<file path="src/rtl/pipelined_shift_unit.sv">
// rtl/pipelined_shift_unit.sv - pipelined logarithmic shifter (SLL/SRL/SRA/ROR) with handshake, tag and flush
module pipelined_shift_unit #(
   parameter int WIDTH     = 32,
   parameter int SHW       = 5,
   parameter int REG_EVERY = 1,
   parameter int TAG_W     = 5
) (
   input  logic             clock,
   input  logic             reset,
   input  logic             flush,
   input  logic             in_valid,
   output logic             in_ready,
   input  logic [WIDTH-1:0] in_data,
   input  logic [SHW-1:0]   in_shamt,
   input  logic [1:0]       in_mode,
   input  logic [TAG_W-1:0] in_tag,
   output logic             out_valid,
   input  logic             out_ready,
   output logic [WIDTH-1:0] out_data,
   output logic [TAG_W-1:0] out_tag
);
   localparam int NSTG = (SHW + REG_EVERY - 1) / REG_EVERY;

   localparam logic [1:0] MODE_SLL = 2'b00;
   localparam logic [1:0] MODE_SRL = 2'b01;
   localparam logic [1:0] MODE_SRA = 2'b10;

   // Stage registers; stage s holds the value after its group of mux levels.
   logic [NSTG-1:0]  r_valid;
   logic [WIDTH-1:0] r_data  [NSTG];
   logic [SHW-1:0]   r_shamt [NSTG];
   logic [1:0]       r_mode  [NSTG];
   logic [TAG_W-1:0] r_tag   [NSTG];
   logic             r_sign  [NSTG];

   // Source of each stage: the unit inputs for stage 0, the previous stage otherwise.
   logic [NSTG-1:0]  w_src_valid;
   logic [WIDTH-1:0] w_src_data  [NSTG];
   logic [SHW-1:0]   w_src_shamt [NSTG];
   logic [1:0]       w_src_mode  [NSTG];
   logic [TAG_W-1:0] w_src_tag   [NSTG];
   logic             w_src_sign  [NSTG];
   logic [WIDTH-1:0] w_shifted   [NSTG];
   logic [NSTG-1:0]  w_load;
   logic             w_chain;

   // One mux level: shift by amt (a power of two below WIDTH) in the requested mode.
   // The SRA fill is the operand sign captured at input, not the current top bit.
   function automatic logic [WIDTH-1:0] f_level(input logic [WIDTH-1:0] d,
                                                input logic [1:0]       mode,
                                                input logic             sign,
                                                input int               amt);
      logic [WIDTH-1:0] hi_mask;
      hi_mask = ~({WIDTH{1'b1}} >> amt);
      case (mode)
         MODE_SLL: return d << amt;
         MODE_SRL: return d >> amt;
         MODE_SRA: return (d >> amt) | (sign ? hi_mask : '0);
         default:  return (d >> amt) | (d << (WIDTH - amt));
      endcase
   endfunction

   // Route inputs into stage 0 and each stage register into the next stage.
   always_comb begin
      w_src_valid[0] = in_valid;
      w_src_data[0]  = in_data;
      w_src_shamt[0] = in_shamt;
      w_src_mode[0]  = in_mode;
      w_src_tag[0]   = in_tag;
      w_src_sign[0]  = in_data[WIDTH-1];
      for (int s = 1; s < NSTG; s++) begin
         w_src_valid[s] = r_valid[s-1];
         w_src_data[s]  = r_data[s-1];
         w_src_shamt[s] = r_shamt[s-1];
         w_src_mode[s]  = r_mode[s-1];
         w_src_tag[s]   = r_tag[s-1];
         w_src_sign[s]  = r_sign[s-1];
      end
   end

   // Mux levels, MSB level first; level k belongs to stage (SHW-1-k)/REG_EVERY.
   always_comb begin
      for (int s = 0; s < NSTG; s++) begin
         w_shifted[s] = w_src_data[s];
         for (int k = SHW - 1; k >= 0; k--) begin
            if ((((SHW - 1 - k) / REG_EVERY) == s) && w_src_shamt[s][k])
               w_shifted[s] = f_level(w_shifted[s], w_src_mode[s], w_src_sign[s], 1 << k);
         end
      end
   end

   // Stage-enable chain from the output back: a stage loads when empty or when its successor loads.
   always_comb begin
      w_load  = '0;
      w_chain = out_ready;
      for (int s = NSTG - 1; s >= 0; s--) begin
         w_load[s] = ~r_valid[s] | w_chain;
         w_chain   = w_load[s];
      end
   end

   // Pipeline registers; payload only moves with a valid op so idle outputs never toggle.
   always_ff @(posedge clock) begin
      if (reset) begin
         r_valid <= '0;
         for (int s = 0; s < NSTG; s++) begin
            r_data[s]  <= '0;
            r_shamt[s] <= '0;
            r_mode[s]  <= '0;
            r_tag[s]   <= '0;
            r_sign[s]  <= 1'b0;
         end
      end else begin
         for (int s = 0; s < NSTG; s++) begin
            if (flush)
               r_valid[s] <= 1'b0;
            else if (w_load[s])
               r_valid[s] <= w_src_valid[s];
            if (w_load[s] && w_src_valid[s]) begin
               r_data[s]  <= w_shifted[s];
               r_shamt[s] <= w_src_shamt[s];
               r_mode[s]  <= w_src_mode[s];
               r_tag[s]   <= w_src_tag[s];
               r_sign[s]  <= w_src_sign[s];
            end
         end
      end
   end

   assign in_ready  = w_load[0];
   assign out_valid = r_valid[NSTG-1];
   assign out_data  = r_data[NSTG-1];
   assign out_tag   = r_tag[NSTG-1];

endmodule
</file>
<file path="config.mk">
export PLATFORM = sky130hd
export DESIGN_NAME = pipelined_shift_unit
export DESIGN_NICKNAME = d
export VERILOG_FILES = /design/src/rtl/pipelined_shift_unit.sv
export SDC_FILE = /design/constraint.sdc
export NUM_CORES = 1
export LEC_CHECK = 0
export CORE_ASPECT_RATIO = 0.6
export CORE_MARGIN = 2
export CORE_UTILIZATION = 50
export CTS_CLUSTER_SIZE = 16
export DETAILED_ROUTE_END_ITERATION = 8
export DONT_BUFFER_PORTS = 1
export PLACE_DENSITY = 0.79
export SYNTH_ARGS = -nofsm -noshare
export SYNTH_HDL_FRONTEND = slang
export SYNTH_SLANG_ARGS = --single-unit
</file>
<file path="constraint.sdc">
create_clock -name clock -period 3 [get_ports clock]
set_clock_uncertainty 0.15 [all_clocks]
set_input_delay 0.45 -clock clock [delete_from_list [all_inputs] [get_ports clock]]
set_output_delay 0.45 -clock clock [all_outputs]
set_load 0.01 [all_outputs]
</file>
==> run metrics <==
status=complete, no violations; post-detail-place hpwl=15400 µm; Max Freq=420 MHz; part of the cycle the worst path needs=0.794; post-synthesis mux area share=0.00105; adder-cell share of the synthesized area=0; post-synthesis compound-gate area fraction=0.178; largest net degree at the start of global routing=125; GRT Util Overall=0.202; Initial Util=0.510; synthesis warning total=0; Detailed Route WL=22700 µm; Leakage=3.78 nW; DRT Pass-1 Iters=5; crit path cell chain=and4b_1 -> nand3_2 -> a2bb2oi_4 -> buf_4 -> a311oi_1; Post-Synth Simple-Gate Area=0.166; share of layout cells above drive strength 1=0.0605; Die Width=193 µm; Placer Congestion=0.879; fin crit period=2380 ps; Pwr Total=6.77 mW; sequential area share after synthesis=0.590; Worst Tran Pin Value=1020 ps; Post-DP Area=10600 µm²; RSZ-0062 raised after global routing=false; Slew Limit Fails=0; Reg area=6320 µm²; Final Hold Viols=0; Synth Area in XOR/XNOR=0.000819; Vias=7608; largest family of logic cells by synthesized area=compound AO/OA/AOI/OAI gates; crit path max fanout=48; type of the most critical hold path=input pin to flip-flop; leading cell types in the layout, fill and taps excluded=edfxtp_1, nand2_1, nor2_1; DR iter-0 viols=864; Hold Path Depth=1; Final Instance Area=11300 µm²; clk root buf=clkbuf_16; number of global-route vias before repair=6910; Critical path buffers and inverters=1; core box area=21000 µm²; Slowest-stage cell, CP=buf_4; post-synth top area cell=edfxtp_1; synth unique cells=34; critical path type=flip-flop to flip-flop; Power Density=602 nW/µm²; commonest non-fill, non-tap cell in the layout=edfxtp_1; critical path depth in cells=5; TNS Setup=0 ps; flops & latches, synth=212; Post-Syn Nets=1069; Crit path arrival time=2430 ps; number of antenna violations at the first check in global routing=0; Routed wire per std cell=18.4 µm; clock-pin slew on the worst setup and hold paths=60 ps; CTS tree=yes; chip height=117 µm; NumNets Final=995; CTS Sinks=212; Max Root-Sink Buffers=3; Ant. Diodes=0; Synth top area share=0.581; # DRC=0; die area=22600 µm²; Critical Path Start Type=flip-flop; IO buf count=0; Num CTS Buffers=21; IO Pins=88; clk_lat worst skew=500 ps; synthesized area=10700 µm²; Crit. End Element=flip-flop; post-cts gate resize count=0; global-route wire length before repair=36800 µm; FILL cells=1722; Avg Inst Size Synth=10.5 µm²; top cells by area, synth=edfxtp_1, a311oi_1, nand2_1; H-tree Lvls=1; Final setup viols=0; Slew headroom=0.321; synthesized instance count=1020; vias per cell=6.15; Post-DRT Antenna Nets=0; worst-case reg-to-reg path depth=5; CP max stage delay=450 ps; maximum VDD drop=0.000362 V; footprint of the multi-input gates=3710 µm²; Core Rows=41; CP top delay family=simple AND/OR/NAND/NOR gates; CP required=3050 ps; Area Overhead vs Synth=5.20%; grt ovf=0; max cap viols=0
## logic make-up after synthesis
kind of cell    after synthesis
simple gates                408
mux                           1
compound gates              265
flops                       212
xor+xnor                      1
buf+inv                     133
## final timing paths
kind | start | end | slack [ps]
max | r_valid[4] | r_data[0][102] | 620
min | in_shamt[1] | r_shamt[0][1] | 20
max reg2reg | r_valid[4] | r_data[0][102] | 620
min reg2reg | r_valid[2] | r_valid[3] | 350
## layer usage
metal | vias up | routed length [µm] | GRT usage
met3 | 38 | 2160 | 0.0344
met1 | 3695 | 10200 | 0.315
li1 | 3544 | - | -
met4 | 0 | 448 | 0.0448
met2 | 331 | 9910 | 0.294
met5 | - | 0 | 0
## Yosys cell counts
| master | n |
|---|---|
| a211oi_1 | 30 |
| a21boi_0 | 3 |
| a21o_1 | 18 |
| a21oi_1 | 32 |
| a22oi_1 | 16 |
| a2bb2oi_4 | 1 |
| a311oi_1 | 98 |
| a32oi_1 | 1 |
| and4b_1 | 1 |
| buf_1 | 6 |
| buf_2 | 18 |
| buf_4 | 43 |
| clkbuf_1 | 60 |
| dfxtp_1 | 5 |
| edfxtp_1 | 207 |
| inv_1 | 6 |
| mux2_2 | 1 |
| nand2_1 | 155 |
| nand2b_1 | 16 |
| nand3_1 | 12 |
| nand3_2 | 1 |
| nand3b_1 | 1 |
| nor2_1 | 153 |
| nor2_2 | 1 |
| nor2b_1 | 64 |
| nor3_1 | 1 |
| o211ai_1 | 3 |
| o21a_1 | 2 |
| o21ai_0 | 59 |
| o21bai_1 | 1 |
| o31a_1 | 1 |
| or2_1 | 1 |
| or2_2 | 2 |
| xnor2_1 | 1 |
## area by class of cell
| cell class | count | share of cell area |
|---|---|---|
| sequential | 212 | 0.561 |
| multi-input combinational | 675 | 0.330 |
| clock buffer | 30 | 0.0497 |
| tap | 279 | 0.0310 |
| timing repair buffer | 30 | 0.0220 |
| clock inverter | 5 | 0.00411 |
| inverter | 6 | 0.00200 |
## per-stage QoR
| step | hold slack, ps | setup WS, ps | cells | util |
|---|---|---|---|---|
| floorplan | 316 | 617 | 1020 | - |
| global placement | 336 | 702 | 1198 | 0.506 |
| detailed placement | 344 | 626 | 1198 | 0.506 |
| CTS | 10.1 | 646 | 1237 | 0.536 |
| global route | 22.7 | 486 | 1237 | 0.536 |
| finish | 24.6 | 619 | 1237 | 0.536 |
## state kept, by name, summed over array words and instances (netlist names)
signal	flops
r_data	160
r_tag	25
r_shamt	10
r_mode	8
r_valid	5
r_sign	4
## worst reg2reg max path, delay by kind of cell, from the launching register on
family,cells,cell delay (ps)
buffers and inverters,1,450
AND/OR/NAND/NOR,2,630
flip-flops,1,430
AO/OA/AOI/OAI,2,440
## timing repair
action / in CTS / in global routing
setup endpoints to repair: 0 / 0
hold buffers: 4 / 0
buffers inserted: 0 / 0
hold endpoints to repair: 3 / 0
## power by group
part	total [mW]	internal [mW]	switching, mW	leakage [nW]
Sequential	3.70	3.50	0.200	2.21
Clock	2.42	1.37	1.05	0.292
Combinational	0.648	0.227	0.421	1.27
Total	6.77	5.10	1.67	3.78
No activity file was read; power rests on OpenSTA's default activity.
